[config.mk]
export PLATFORM = sky130hd
export DESIGN_NAME = ppu_front_end
export DESIGN_NICKNAME = d
export VERILOG_FILES = /design/src/rtl/ppu_pkg.sv /design/src/rtl/ppu_reg_file.sv /design/src/rtl/ppu_front_end.sv
export SDC_FILE = /design/constraint.sdc
export NUM_CORES = 1
export LEC_CHECK = 0
export BUFFER_PORTS_ARGS = -buffer_cell sky130_fd_sc_hd__buf_4
export CELL_PAD_IN_SITES_DETAIL_PLACEMENT = 0
export CELL_PAD_IN_SITES_GLOBAL_PLACEMENT = 1
export CORE_AREA = 2 2 166 168
export CTS_CLUSTER_DIAMETER = 150
export DETAILED_ROUTE_END_ITERATION = 16
export DIE_AREA = 0 0 168 170
export PLACE_DENSITY_LB_ADDON = 0.25
export SYNTH_ARGS = -nofsm -noshare
export SYNTH_HDL_FRONTEND = slang
export SYNTH_SLANG_ARGS = --single-unit
export TNS_END_PERCENT = 50
[constraint.sdc]
create_clock -name clk -period 2.8 [get_ports clk]
set_input_delay 0.14 -clock clk [delete_from_list [all_inputs] [get_ports clk]]
set_output_delay 0.14 -clock clk [all_outputs]
set_load 0.1 [all_outputs]
[src/rtl/ppu_pkg.sv]
// Shared types, constants and helpers for the ppu fetch/decode front end.
package ppu_pkg;

  // Decoded instruction class, derived from bits [27:25]
  typedef enum logic [1:0] {
    IC_UNDEF = 2'b00,
    IC_DP    = 2'b01,
    IC_LS    = 2'b10,
    IC_BR    = 2'b11
  } instr_class_e;

  localparam logic [2:0] CLS_DP_REG = 3'b000;
  localparam logic [2:0] CLS_DP_IMM = 3'b001;
  localparam logic [2:0] CLS_LS_IMM = 3'b010;
  localparam logic [2:0] CLS_LS_REG = 3'b011;
  localparam logic [2:0] CLS_BRANCH = 3'b101;

  localparam logic [3:0] ALU_ADD = 4'b0100;
  localparam logic [3:0] ALU_SUB = 4'b0010;
  localparam logic [3:0] ALU_MOV = 4'b1101;
  localparam logic [3:0] ALU_MVN = 4'b1111;

  typedef enum logic [1:0] {
    FWD_RF  = 2'b00,
    FWD_EX  = 2'b01,
    FWD_MEM = 2'b10,
    FWD_WB  = 2'b11
  } fwd_sel_e;

  typedef enum logic [1:0] {
    AM_OFFSET = 2'b00,
    AM_PRE    = 2'b01,
    AM_POST   = 2'b10
  } addr_mode_e;

  localparam logic [3:0] COND_EQ = 4'h0;
  localparam logic [3:0] COND_NE = 4'h1;
  localparam logic [3:0] COND_CS = 4'h2;
  localparam logic [3:0] COND_CC = 4'h3;
  localparam logic [3:0] COND_MI = 4'h4;
  localparam logic [3:0] COND_PL = 4'h5;
  localparam logic [3:0] COND_VS = 4'h6;
  localparam logic [3:0] COND_VC = 4'h7;
  localparam logic [3:0] COND_HI = 4'h8;
  localparam logic [3:0] COND_LS = 4'h9;
  localparam logic [3:0] COND_GE = 4'hA;
  localparam logic [3:0] COND_LT = 4'hB;
  localparam logic [3:0] COND_GT = 4'hC;
  localparam logic [3:0] COND_LE = 4'hD;
  localparam logic [3:0] COND_AL = 4'hE;
  localparam logic [3:0] COND_NV = 4'hF;

  function automatic instr_class_e classify(input logic [2:0] bits);
    instr_class_e c;
    case (bits)
      CLS_DP_REG, CLS_DP_IMM: c = IC_DP;
      CLS_LS_IMM, CLS_LS_REG: c = IC_LS;
      CLS_BRANCH:             c = IC_BR;
      default:                c = IC_UNDEF;
    endcase
    return c;
  endfunction

  // nzcv = {N, Z, C, V}; NV is treated as never-execute
  function automatic logic cond_pass(input logic [3:0] cond, input logic [3:0] nzcv);
    logic n, z, c, v, r;
    n = nzcv[3];
    z = nzcv[2];
    c = nzcv[1];
    v = nzcv[0];
    case (cond)
      COND_EQ: r = z;
      COND_NE: r = !z;
      COND_CS: r = c;
      COND_CC: r = !c;
      COND_MI: r = n;
      COND_PL: r = !n;
      COND_VS: r = v;
      COND_VC: r = !v;
      COND_HI: r = c && !z;
      COND_LS: r = !c || z;
      COND_GE: r = (n == v);
      COND_LT: r = (n != v);
      COND_GT: r = !z && (n == v);
      COND_LE: r = z || (n != v);
      COND_AL: r = 1'b1;
      default: r = 1'b0;
    endcase
    return r;
  endfunction

  function automatic logic [31:0] ror32(input logic [31:0] v, input logic [4:0] amt);
    logic [63:0] t;
    t = {v, v} >> amt;
    return t[31:0];
  endfunction

  // R15 is never forwarded: its read value is derived from the IF/ID PC
  function automatic fwd_sel_e pick_fwd(
    input logic [3:0] r,
    input logic [3:0] ex_rd,  input logic ex_we,
    input logic [3:0] mem_rd, input logic mem_we,
    input logic [3:0] wb_rd,  input logic wb_we
  );
    fwd_sel_e s;
    if (r == 4'd15)                 s = FWD_RF;
    else if (ex_we && ex_rd == r)   s = FWD_EX;
    else if (mem_we && mem_rd == r) s = FWD_MEM;
    else if (wb_we && wb_rd == r)   s = FWD_WB;
    else                            s = FWD_RF;
    return s;
  endfunction

endpackage

[src/rtl/ppu_reg_file.sv]
// 16x32 register file: two read ports, one write port, write-through bypass.
// R15 is not stored-and-read here; the parent supplies its read value.
module ppu_reg_file (
  input  logic        clk,
  input  logic        reset,
  input  logic [3:0]  raddr_a_i,
  input  logic [3:0]  raddr_b_i,
  input  logic [31:0] r15_i,
  input  logic        we_i,
  input  logic [3:0]  waddr_i,
  input  logic [31:0] wdata_i,
  output logic [31:0] rdata_a_o,
  output logic [31:0] rdata_b_o
);

  logic [31:0] regs_q [16];

  // Register storage: cleared by synchronous reset, single write port
  always_ff @(posedge clk) begin
    if (!reset) begin
      for (int i = 0; i < 16; i++) regs_q[i] <= '0;
    end else if (we_i) begin
      regs_q[waddr_i] <= wdata_i;
    end
  end

  // Read port A: R15 override, then same-cycle write bypass, then storage
  always_comb begin
    rdata_a_o = regs_q[raddr_a_i];
    if (we_i && waddr_i == raddr_a_i) rdata_a_o = wdata_i;
    if (raddr_a_i == 4'd15) rdata_a_o = r15_i;
  end

  // Read port B: same priority as port A
  always_comb begin
    rdata_b_o = regs_q[raddr_b_i];
    if (we_i && waddr_i == raddr_b_i) rdata_b_o = wdata_i;
    if (raddr_b_i == 4'd15) rdata_b_o = r15_i;
  end

endmodule

[src/rtl/ppu_front_end.sv]
// Fetch and decode front end: PC, instruction memory, IF/ID register,
// register file, decoder, operand forwarding, load-use stall, branch resolve.
module ppu_front_end
  import ppu_pkg::*;
#(
  parameter int IMEM_BYTES = 256
) (
  input  logic        clk,
  input  logic        reset,
  input  logic [3:0]  ex_rd,
  input  logic [3:0]  mem_rd,
  input  logic        ex_reg_write,
  input  logic        mem_reg_write,
  input  logic        ex_is_load,
  input  logic [31:0] ex_result,
  input  logic [31:0] mem_result,
  input  logic [31:0] wb_result,
  input  logic [31:0] write_data,
  input  logic [3:0]  write_reg,
  input  logic        write_enable,
  input  logic [3:0]  flags,
  output logic [31:0] current_pc,
  output logic [31:0] instruction,
  output logic [31:0] pc_plus_4,
  output logic [31:0] instruction_id,
  output logic [31:0] operand_a,
  output logic [31:0] operand_b,
  output logic [31:0] imm_out,
  output logic [3:0]  rd_id,
  output logic        reg_write_enable,
  output logic        mem_enable,
  output logic        mem_rw,
  output logic        mem_to_reg_select,
  output logic        alu_source_select,
  output logic        status_bit,
  output logic        mem_size,
  output logic [3:0]  alu_operation,
  output logic [1:0]  addressing_mode,
  output logic [1:0]  forward_sel_a,
  output logic [1:0]  forward_sel_b,
  output logic        stall_pipeline,
  output logic        flush_pipeline,
  output logic [31:0] branch_target
);

  localparam int AW = $clog2(IMEM_BYTES);

  // Byte-wide instruction memory, loaded externally
  logic [7:0] memory [IMEM_BYTES];

  logic [31:0] pc_q, pc_d;
  logic [31:0] ifid_instr_q, ifid_instr_d;
  logic [31:0] ifid_pc4_q, ifid_pc4_d;
  logic        ifid_valid_q, ifid_valid_d;

  // ---------------- fetch ----------------
  logic [AW-1:0] fa0, fa1, fa2, fa3;

  assign fa0 = pc_q[AW-1:0];
  assign fa1 = fa0 + AW'(1);
  assign fa2 = fa0 + AW'(2);
  assign fa3 = fa0 + AW'(3);

  assign instruction = {memory[fa0], memory[fa1], memory[fa2], memory[fa3]};
  assign current_pc  = pc_q;
  assign pc_plus_4   = pc_q + 32'd4;

  // ---------------- decode ----------------
  logic [31:0]  ins;
  instr_class_e cls;
  logic         cond_ok;
  logic [31:0]  br_offset;

  assign ins       = ifid_instr_q;
  assign cls       = classify(ins[27:25]);
  assign cond_ok   = cond_pass(ins[31:28], flags);
  assign br_offset = {{6{ins[23]}}, ins[23:0], 2'b00};

  logic [3:0]  rn_addr, rb_addr;
  logic        use_rn, use_rb;
  logic        dec_rw, dec_men, dec_mrw, dec_m2r, dec_asrc, dec_s, dec_msize;
  logic [3:0]  dec_aluop, dec_rd;
  addr_mode_e  dec_am;
  logic [31:0] dec_imm;

  // Raw per-class decode, before bubble gating
  always_comb begin
    rn_addr   = ins[19:16];
    rb_addr   = ins[3:0];
    use_rn    = 1'b0;
    use_rb    = 1'b0;
    dec_rw    = 1'b0;
    dec_men   = 1'b0;
    dec_mrw   = 1'b0;
    dec_m2r   = 1'b0;
    dec_asrc  = 1'b0;
    dec_s     = 1'b0;
    dec_msize = 1'b0;
    dec_aluop = 4'd0;
    dec_am    = AM_OFFSET;
    dec_imm   = 32'd0;
    dec_rd    = 4'd0;
    case (cls)
      IC_DP: begin
        dec_aluop = ins[24:21];
        dec_s     = ins[20];
        dec_asrc  = ins[25];
        // compare/test opcodes 10xx only set flags
        dec_rw    = (ins[24:23] != 2'b10);
        dec_imm   = ror32({24'd0, ins[7:0]}, {ins[11:8], 1'b0});
        dec_rd    = ins[15:12];
        use_rn    = (ins[24:21] != ALU_MOV) && (ins[24:21] != ALU_MVN);
        use_rb    = !ins[25];
      end
      IC_LS: begin
        dec_men   = 1'b1;
        dec_mrw   = !ins[20];
        dec_msize = ins[22];
        dec_m2r   = ins[20];
        dec_rw    = ins[20];
        dec_aluop = ins[23] ? ALU_ADD : ALU_SUB;
        dec_asrc  = !ins[25];
        dec_imm   = {20'd0, ins[11:0]};
        dec_rd    = ins[15:12];
        if (!ins[24])     dec_am = AM_POST;
        else if (ins[21]) dec_am = AM_PRE;
        else              dec_am = AM_OFFSET;
        use_rn    = 1'b1;
        // stores carry Rd on operand B; loads read Rm only for register offsets
        if (!ins[20]) begin
          rb_addr = ins[15:12];
          use_rb  = 1'b1;
        end else begin
          use_rb  = ins[25];
        end
      end
      IC_BR: begin
        dec_imm = br_offset;
      end
      default: begin
      end
    endcase
  end

  // ---------------- register file and forwarding ----------------
  logic [31:0] rf_a, rf_b, r15_val;
  fwd_sel_e    fwd_a, fwd_b;

  assign r15_val = ifid_pc4_q + 32'd4;

  ppu_reg_file u_reg_file (
    .clk       (clk),
    .reset     (reset),
    .raddr_a_i (rn_addr),
    .raddr_b_i (rb_addr),
    .r15_i     (r15_val),
    .we_i      (write_enable),
    .waddr_i   (write_reg),
    .wdata_i   (write_data),
    .rdata_a_o (rf_a),
    .rdata_b_o (rf_b)
  );

  assign fwd_a = pick_fwd(rn_addr, ex_rd, ex_reg_write, mem_rd, mem_reg_write,
                          write_reg, write_enable);
  assign fwd_b = pick_fwd(rb_addr, ex_rd, ex_reg_write, mem_rd, mem_reg_write,
                          write_reg, write_enable);

  assign forward_sel_a = fwd_a;
  assign forward_sel_b = fwd_b;

  // Operand A source mux
  always_comb begin
    case (fwd_a)
      FWD_EX:  operand_a = ex_result;
      FWD_MEM: operand_a = mem_result;
      FWD_WB:  operand_a = wb_result;
      default: operand_a = rf_a;
    endcase
  end

  // Operand B source mux
  always_comb begin
    case (fwd_b)
      FWD_EX:  operand_b = ex_result;
      FWD_MEM: operand_b = mem_result;
      FWD_WB:  operand_b = wb_result;
      default: operand_b = rf_b;
    endcase
  end

  // ---------------- hazards and branch ----------------
  logic src_hit, bubble;

  assign branch_target  = ifid_pc4_q + 32'd4 + br_offset;
  assign flush_pipeline = ifid_valid_q & (cls == IC_BR) & cond_ok;
  assign src_hit        = (use_rn && ex_rd == rn_addr) || (use_rb && ex_rd == rb_addr);
  assign stall_pipeline = ifid_valid_q & ex_is_load & src_hit & ~flush_pipeline;
  assign bubble         = ~ifid_valid_q | ~cond_ok | (cls == IC_UNDEF) | stall_pipeline;

  assign imm_out = dec_imm;
  assign rd_id   = dec_rd;

  // Control outputs, forced to zero for a bubble
  always_comb begin
    reg_write_enable  = 1'b0;
    mem_enable        = 1'b0;
    mem_rw            = 1'b0;
    mem_to_reg_select = 1'b0;
    alu_source_select = 1'b0;
    status_bit        = 1'b0;
    mem_size          = 1'b0;
    alu_operation     = 4'd0;
    addressing_mode   = 2'b00;
    if (!bubble) begin
      reg_write_enable  = dec_rw;
      mem_enable        = dec_men;
      mem_rw            = dec_mrw;
      mem_to_reg_select = dec_m2r;
      alu_source_select = dec_asrc;
      status_bit        = dec_s;
      mem_size          = dec_msize;
      alu_operation     = dec_aluop;
      addressing_mode   = dec_am;
    end
  end

  // ---------------- PC and IF/ID ----------------
  // Next PC and IF/ID contents: flush beats stall beats advance
  always_comb begin
    pc_d         = pc_q + 32'd4;
    ifid_instr_d = instruction;
    ifid_pc4_d   = pc_plus_4;
    ifid_valid_d = 1'b1;
    if (flush_pipeline) begin
      pc_d         = branch_target;
      ifid_instr_d = 32'd0;
      ifid_pc4_d   = 32'd0;
      ifid_valid_d = 1'b0;
    end else if (stall_pipeline) begin
      pc_d         = pc_q;
      ifid_instr_d = ifid_instr_q;
      ifid_pc4_d   = ifid_pc4_q;
      ifid_valid_d = ifid_valid_q;
    end
  end

  // PC and IF/ID registers with synchronous active-low reset
  always_ff @(posedge clk) begin
    if (!reset) begin
      pc_q         <= 32'd0;
      ifid_instr_q <= 32'd0;
      ifid_pc4_q   <= 32'd0;
      ifid_valid_q <= 1'b0;
    end else begin
      pc_q         <= pc_d;
      ifid_instr_q <= ifid_instr_d;
      ifid_pc4_q   <= ifid_pc4_d;
      ifid_valid_q <= ifid_valid_d;
    end
  end

  assign instruction_id = ifid_instr_q;

endmodule

==> run_results.csv <==
group,metric,value,unit
outcome,status,"finished, final reports clean",
synth,syn_area,5830,um2
global_routing,grt_pass1_wl,31400,um
timing,fmax,393,MHz
timing,maxSlewViolCount,0,
synth,synth_top_family_by_area,"buffers and inverters",
synth,synth_top_cell_area_share,23.7,%
global_routing,grt_max_degree,57,
drt,drc_errors,0,
timing,clock_skew,0.00635,ns
clock_tree,clock-sinks,63,
synth,synth_area_leaders,"buf_4 24%, edfxtp_1 16%, dfxtp_1 11%, o31ai_1 4.1%, nor4_1 4.0%",
timing,fin_hold_ws,0.0721,ns
critical_path,worstPathArrival,2.40,ns
global_routing,gr-total-overflow,0,
timing,hold_viol_final,0,
place,io_buffers,306,
global_routing,track_usage,14.3,%
synth,avgSynthCellArea,7.98,um2
drt,antenna_left,0,
finish,fill_cells,2849,
critical_path,crit_path_end_kind,"output pin",
power,p_per_area,492,nW/um2
critical_path,critPathMaxFanout,7,
timing,post-route-period-util,90.8,%
synth,synth_top_area_cell,"buf_4",
timing,worst_slew_pin_slew,0.825,ns
global_routing,grt_pass1_vias,5280,
floorplan,design.core.area,26700,um2
floorplan,die_h,170,um
clock_tree,cts_tree,"yes",
finish,drive_gt1_share,48.5,%
clock_tree,ctsLongestPathBuffers,2,
drt,num_vias,5543,
synth,synth_mux_area_share,1.03,%
hold_path,hold_path_depth,1,
clock_tree,clk_pin_slew,0.06,ns
place,dp_hpwl,16900,um
drt,wl,21500,um
synth,synth-xor-area-share,4.96,%
place,dp_slack,0.317,ns
drt,wl_per_cell,16.6,um
floorplan,die_area,28600,um2
floorplan,fp.dieW,168,um
critical_path,critPathLaunchType,"flip-flop",
place,dp_cells,1276,
place,gp_congestion,0.756,
hold_path,holdPathEnd,"ifid_valid_q",
power,ir_drop,0.000256,V
global_routing,antenna_found_initial,2,
finish,fin_cells,1293,
synth,synthFlopType,"edfxtp_1",
synth,synth-compound-area-share,13.9,%
critical_path,r2r_start,"current_pc[3]",
critical_path,cp.required,2.66,ns
floorplan,rows,60,
synth,synthArstFlopShare,0,%
finish,ff_latch_area,1670,um2
finish,multi_input_area,3800,um2
synth,yosysSeqAreaShare,27.1,%
drt,drtIter0Drc,243,
power,cellLeakagePower,4.04,nW
synth,synthAdderAreaFrac,0.215,%
clock_tree,cts_hold_buf,0,
finish,nets,1098,
synth,yosys.area_share.simple,22.4,%
floorplan,start_util,21.9,%
critical_path,criticalPathCategory,"flip-flop to output pin",
timing,setup_violations,0,
clock_tree,cts_buffers,9,
synth,yosys_warnings,0,
synth,synth_edf_count,32,
critical_path,reg2reg_to,"current_pc[26]",
hold_path,hold_start,"reset",
hold_path,hold_class,"input port to flip-flop",
timing,rsz0062_at_grt,"false",
synth,ys_ff_latch,63,
synth,yosysMostFrequentCell,"buf_4",
clock_tree,htreeDepth,3,
critical_path,r2r_slack,0.66,ns
synth,postSynthCellCount,730,
synth,synthDistinctLibCells,39,
critical_path,reg2reg_depth,7,
drt,drt-pass1-iter-count,6,
drt,viasPerCell,4.29,
finish,antenna_cells,0,
floorplan,pin_count,429,
finish,area_growth,52.3,%
timing,slew_headroom,45.0,%
clock_tree,clock-root-buffer,"clkbuf_16",
timing,period_needed,2.54,ns
synth,synth_common_cells,"184 x buf_4, 45 x nor2_1, 39 x clkbuf_1, 37 x nor4_1, 35 x nand3_1",
clock_tree,clk_latency,0.34,ns
timing,setup_ws,0.257,ns
job,cap_viol_max_count,0,
[cell families after synthesis]
family,after synthesis
simple gates,240
flops,63
mux,6
xor+xnor,33
other cells,1
fa+ha+maj,1
buf+inv,273
compound gates,113
[power breakdown]
group | switching (mW) | internal, mW | leakage, nW
clock | 0.456 | 0.873 | 0.166
sequential | 0.0169 | 0.984 | 0.578
combinational | 1.69 | 0.348 | 3.29
[sequential cells by signal, summed over array words and instances, names as in the netlist]
name and flops:
current_pc 30, u_reg_file.regs_q 32, ifid_valid_q 1
[metal layers]
metal  GRT usage [%]  routed length (um)  vias up
met5               0                  26        -
met4            3.21                 225        4
met3            3.81                1570       20
met2            25.4               10900      234
met1            17.1                8770     2606
li1                -                   -     2679
[how the worst max path moves through the flow]
stage | from | end | slack (ns)
6_report | current_pc[3] | pc_plus_4[28] | 0.26
5_1_grt | current_pc[3] | branch_target[20] | 0.10
4_1_cts | current_pc[2] | branch_target[30] | 0.04
3_5_place_dp | write_reg[0] | operand_a[5] | 0.32
3_3_place_gp | write_reg[0] | operand_a[5] | 0.29
2_1_floorplan | ex_rd[0] | operand_b[7] | -0.51
[cell usage in the layout (no fill, tap or decap), types with 21 or more instances in the layout]
cell type,count
a211oi_4,28
and3_1,33
buf_4,327
conb_1,119
dfxtp_4,21
edfxtp_1,32
inv_1,31
nand2_1,28
nand3_1,35
nor2_1,36
nor4_1,35
o31ai_1,32
[timing repair]
item | 4_1_cts | 5_1_grt
setup endpoints to repair | 0 | 10
resized for setup | 0 | 1
setup buffers | 0 | 1
hold endpoints to repair | 0 | 0
[layout make-up]
| class | instances | area share [%] |
|---|---|---|
| inverters | 31 | 1.31 |
| clock buffers | 9 | 2.54 |
| flip-flops and latches | 63 | 18.8 |
| repair buffers | 330 | 28.3 |
| clock inverters | 7 | 1.35 |
| multi-input cells | 512 | 42.8 |
| well taps | 341 | 4.81 |
[stage by stage]
step	util (%)	TNS, ns	total power [mW]	cell area [um2]
final	33.3	0	4.36	8880
after global routing	33.3	0	4.49	8880
after CTS	33.3	0	4.42	8860
after detailed placement	32.0	0	3.06	8520
after global placement	32.0	0	3.06	8520
after floorplan	-	-2.80	2.88	7320
[worst max-delay path, cell delays in order (launching register included)]
cell,delay (ns)
dfxtp_4,0.38
ha_4,0.16
and4_1,0.35
nand4_1,0.11
buf_4,0.18
or3_1,0.39
xnor2_4,0.17
buf_4,0.31
(Power assumes the default switching activity.)
